### src/rtl/fse_fir.sv
// Fractionally spaced (T/2) FIR equaliser: decimate-by-2 output with a
// 3-cycle multiply / sum / quantise pipeline and a freezable coefficient bank.
module fse_fir #(
  parameter int NBx  = 8,
  parameter int NBFx = 5,
  parameter int NBy  = 8,
  parameter int NBFy = 5,
  parameter int Nw   = 9,
  parameter int NBw  = 7,
  parameter int NBFw = 5
) (
  input  logic                  clkA,
  input  logic                  reset,
  input  logic                  i_valid,
  input  logic signed [NBx-1:0] x,
  input  logic [Nw*NBw-1:0]     coeff,
  input  logic                  freeze,
  output logic signed [NBy-1:0] y,
  output logic                  y_valid,
  output logic                  d,
  output logic                  sat_flag
);

  localparam int NBP = NBx + NBw;
  localparam int NBS = NBP + $clog2(Nw);
  localparam int SH  = NBFx + NBFw - NBFy;

  localparam logic signed [NBw-1:0] CENTRE = NBw'(1 << NBFw);
  localparam logic signed [NBS-1:0] YMAX   = NBS'((2 ** (NBy - 1)) - 1);
  localparam logic signed [NBS-1:0] YMIN   = NBS'(-(2 ** (NBy - 1)));

  logic signed [NBw-1:0] coeff_w [Nw];
  logic signed [NBx-1:0] x_r_q   [Nw];
  logic signed [NBw-1:0] c_r_q   [Nw];
  logic signed [NBP-1:0] prod_q  [Nw];
  logic signed [NBS-1:0] sum_q, sum_d, q_full;
  logic signed [NBy-1:0] y_q, y_d;
  logic                  sat_d;
  logic                  phase_q, dec_q, pv_q, sv_q;
  logic                  y_valid_q, d_q, sat_q;

  genvar gi;
  generate
    for (gi = 0; gi < Nw; gi++) begin : g_unpack
      assign coeff_w[gi] = coeff[NBw*(gi+1)-1 -: NBw];
    end
  endgenerate

  // Products are sign-extended to full width before multiplying so the
  // product is exact in NBP bits.
  always_ff @(posedge clkA) begin
    if (reset) begin
      for (int k = 0; k < Nw; k++) begin
        x_r_q[k]  <= '0;
        c_r_q[k]  <= (k == Nw / 2) ? CENTRE : '0;
        prod_q[k] <= '0;
      end
      sum_q     <= '0;
      phase_q   <= 1'b0;
      dec_q     <= 1'b0;
      pv_q      <= 1'b0;
      sv_q      <= 1'b0;
      y_q       <= '0;
      y_valid_q <= 1'b0;
      d_q       <= 1'b0;
      sat_q     <= 1'b0;
    end else begin
      if (i_valid) begin
        x_r_q[0] <= x;
        for (int k = 1; k < Nw; k++) x_r_q[k] <= x_r_q[k-1];
        phase_q <= ~phase_q;
        if (phase_q && !freeze) begin
          for (int k = 0; k < Nw; k++) c_r_q[k] <= coeff_w[k];
        end
      end
      dec_q <= i_valid & phase_q;
      if (dec_q) begin
        for (int k = 0; k < Nw; k++)
          prod_q[k] <= $signed({{NBw{x_r_q[k][NBx-1]}}, x_r_q[k]}) *
                       $signed({{NBx{c_r_q[k][NBw-1]}}, c_r_q[k]});
      end
      pv_q <= dec_q;
      if (pv_q) sum_q <= sum_d;
      sv_q      <= pv_q;
      y_valid_q <= sv_q;
      if (sv_q) begin
        y_q   <= y_d;
        d_q   <= ~y_d[NBy-1];
        sat_q <= sat_d;
      end
    end
  end

  always_comb begin
    sum_d = '0;
    for (int k = 0; k < Nw; k++) sum_d = sum_d + NBS'(prod_q[k]);
  end

  // Arithmetic shift floors the value; saturation then clips to NBy bits.
  always_comb begin
    q_full = sum_q >>> SH;
    y_d    = q_full[NBy-1:0];
    sat_d  = 1'b0;
    if (q_full > YMAX) begin
      y_d   = YMAX[NBy-1:0];
      sat_d = 1'b1;
    end else if (q_full < YMIN) begin
      y_d   = YMIN[NBy-1:0];
      sat_d = 1'b1;
    end
  end

  assign y        = y_q;
  assign y_valid  = y_valid_q;
  assign d        = d_q;
  assign sat_flag = sat_q;

endmodule

### config.mk
export PLATFORM = sky130hd
export DESIGN_NAME = fse_fir
export DESIGN_NICKNAME = d
export VERILOG_FILES = /design/src/rtl/fse_fir.sv
export SDC_FILE = /design/constraint.sdc
export NUM_CORES = 2
export LEC_CHECK = 0
export ABC_AREA = 1
export ABC_CLOCK_PERIOD_IN_PS = 13700
export BUFFER_PORTS_ARGS = -buffer_cell sky130_fd_sc_hd__buf_4
export CAP_MARGIN = 0
export CORE_ASPECT_RATIO = 1.4
export CORE_MARGIN = 5
export CORE_UTILIZATION = 50
export CTS_BUF_LIST = sky130_fd_sc_hd__clkbuf_4
export CTS_CLUSTER_SIZE = 10
export DETAILED_ROUTE_END_ITERATION = 6
export GPL_TIMING_DRIVEN = 0
export PLACE_DENSITY = 0.77
export RECOVER_POWER = 100
export SETUP_SLACK_MARGIN = 0.05
export SYNTH_ARGS = -nofsm -noshare
export SYNTH_HDL_FRONTEND = slang
export SYNTH_SLANG_ARGS = --single-unit
### constraint.sdc
create_clock -name clkA -period 13.7 [get_ports clkA]
set_input_delay 4.11 -clock clkA [delete_from_list [all_inputs] [get_ports clkA]]
set_output_delay 4.11 -clock clkA [all_outputs]
set_load 0.01 [all_outputs]
==> reports/qor.yml <==
timing:
  max_freq_ghz: 0.125
  min_period_over_period: 0.586
  finalWorstSetupSlack_ns: 5.67
  fin_skew_ns: 0.0729
  hold_violations: 0
  period_needed_ns: 8.03
  tightestPinTransition_ns: 3.02
  setup_violations: 0
  drv_slew: 283
  rsz0062_at_grt: "no"
  relSlewSlack: -1.01
  tns_ns: 0
final_layout:
  fin_nets: 5204
  drive_above_1_share: 0.0505
  fin_area_mm2: 0.0378
  syn_to_final_growth_pct: 7.84
  final_core_util: 0.541
critical_path:
  critPathMaxStageDelay_ns: 2.20
  cp_slowest_cell: "clkbuf_1"
  worstPathRequired_ns: 14.06
  cp_data_arrival_time_ns: 8.39
  path_class: "in2reg"
  cp_cell_sequence: "clkbuf_1 > inv_1 > clkbuf_1 > nand2_1 > clkbuf_1"
  critical_path.top_delay_family: "buffers and inverters"
  cp_max_fo: 57
  crit_top_cell: "clkbuf_1"
  critPathBufInv: 4
  crit_path_start_kind: "input pin"
  crit_path_end_kind: "flip-flop"
  r2r_slack_ns: 8.49
route:
  drt-initial-drc-count: 1445
  drt_first_pass_iters: 5
  ant_nets: 0
  wl_per_cell_um: 15.1
  wirelength_um: 80800
  drc: 0
  vias: 26100
  viasPerCell: 4.90
floorplanning:
  die_width_um: 234
  die_area_mm2: 0.0757
  io_pins: 86
  start_util: 0.502
  rows: 115
  die_h_um: 323
  core_mm2: 0.0699
logic_synthesis:
  ys.flop_type: "edfxtp_1"
  synth-edff-count: 270
  synth.cells.most_frequent: "inv_1, nand2_1, fa_1"
  yosysMostFrequentCell: "inv_1"
  synth_area_per_cell_um2: 8.42
  yosysSeqAreaShare: 0.248
  synth.area.top_cells: "fa_1, edfxtp_1, inv_1"
  synth_top_area_frac: 0.287
  synth_cell_types: 44
  syn-cell-area_mm2: 0.0351
  async_reset_ff_frac: 0
  syn_inst: 4169
  synth_largest_area_cell: "fa_1"
  syn_nets: 5033
  ys_warn_count: 0
  synth_seq_cells: 299
clock_network:
  cts-buffers-inserted: 80
  post_cts_buffers: 0
  clk_pin_slew_worst_paths_ns: 0.06
  cts.repair.resized: 0
  cts_sinks: 299
  cts.path.max_buffers: 3
  cts_root_buf: "clkbuf_4"
  clk_latency_ns: 0.87
  holdBufCountCts: 0
  htree_num_levels: 3
  cts_tree: "built"
status:
  violations: "max-capacitance violations, max-slew violations"
  status: "finished, violations left"
global_route:
  grt_max_degree: 58
  grt_pass1_wl_um: 134000
  antenna_found_initial: 1
  overflow: 0
  grt.total_usage: 0.222
  grt_pass1_vias: 27800
flow_run:
  drv_cap: 8
power:
  p_per_area_mw_per_mm2: 109
  power.leakage_nw: 21.1
  p_total_mw: 4.14
  vdd_drop_max_v: 0.0000978
placed_design:
  gp_congestion: 0.918
  place_area_mm2: 0.0370
  io_buffer_count: 84
  dp_hpwl_um: 66700
  pre_cts_ws_ns: 7.46
worst_hold_path:
  min_path_type: "reg2reg"
[area by class of cell]
cell class | instances | area, um2
fill | 6369 | 32100
clock inverter | 39 | 231
buffer | 136 | 510
clock buffer | 103 | 773
sequential | 299 | 8690
timing repair buffer | 89 | 604
tap | 936 | 1170
multi-input combinational | 2347 | 20700
antenna | 1 | 2.50
inverter | 1387 | 5210
[worst reg2reg max path, stage by stage (launching register included)]
cell      delay (ns)
edfxtp_1        0.36
clkbuf_1        0.26
nand2_1         0.24
inv_1           0.09
fa_1            0.66
inv_1           0.13
fa_1            0.50
inv_1           0.06
fa_1            0.51
inv_1           0.05
fa_1            0.48
inv_1           0.04
ha_1            0.33
a21oi_1         0.25
nor3_1          0.08
a211oi_1        0.25
o211ai_1        0.17
nand2_1         0.10
nand2_1         0.05
nor2_1          0.35
[logic make-up after synthesis]
| logic type | Yosys count | synth area share |
|---|---|---|
| simple gates | 1156 | 0.130 |
| compound gates | 346 | 0.0559 |
| buf+inv | 1523 | 0.164 |
| flops | 299 | 0.248 |
| fa+ha+maj | 789 | 0.389 |
| xor+xnor | 56 | 0.0140 |
[flip-flops by register name, indices dropped and copies added (netlist names)]
name,flops
sv_q,1
y,8
x_r_q,72
y_valid,1
dec_q,1
phase_q,1
prod_q,135
sum_q,14
sat_flag,1
pv_q,1
c_r_q,63
d,1
[report_power, final]
part / switching [mW] / leakage, nW / internal [mW]
Clock: 0.430 / 0.594 / 0.395
Sequential: 0.0321 / 3.09 / 1.05
Combinational: 1.42 / 17.4 / 0.811
[per-layer routing]
metal	global-route usage	up-vias	wire length, um
met2	0.416	711	43300
met5	0	-	0
li1	-	12500	-
met1	0.237	12600	28700
met4	0.133	0	5420
met3	0.0290	248	3360
[stage by stage]
step,cells,hold WS [ns]
floorplan,4169,0.422
global placement,5189,0.435
detailed placement,5194,0.440
CTS,5336,0.450
global route,5337,0.479
finish,5337,0.449
[placed cells by master (no fill, tap or decap), types with 6 or more instances in the layout]
master,instances
o21ai_0,101
o21bai_1,12
o21a_1,11
clkbuf_1,153
a21o_1,10
nand4_1,12
ha_1,286
nor2_1,338
clkinv_2,12
a21oi_1,155
clkinv_1,27
xnor2_1,35
a31o_2,6
o211ai_1,8
or2_1,6
nand2_1,689
a31oi_1,12
inv_1,1379
clkbuf_4,103
dfxtp_1,29
edfxtp_1,270
o2111ai_1,7
nor3_1,22
buf_4,72
xor2_1,21
nand3_1,74
o21ai_1,12
fa_1,503
[path summary, 6_finish.rpt]
| check | startpoint | to | depth (start not counted) |
|---|---|---|---|
| worst max-delay path | reset | prod_q[0][15] | 5 |
| worst min-delay path | phase_q | phase_q | 1 |
| worst max register to register | c_r_q[0][57] | prod_q[0][134] | 19 |
| worst min register to register | phase_q | phase_q | 1 |
(Power assumes the default switching activity.)
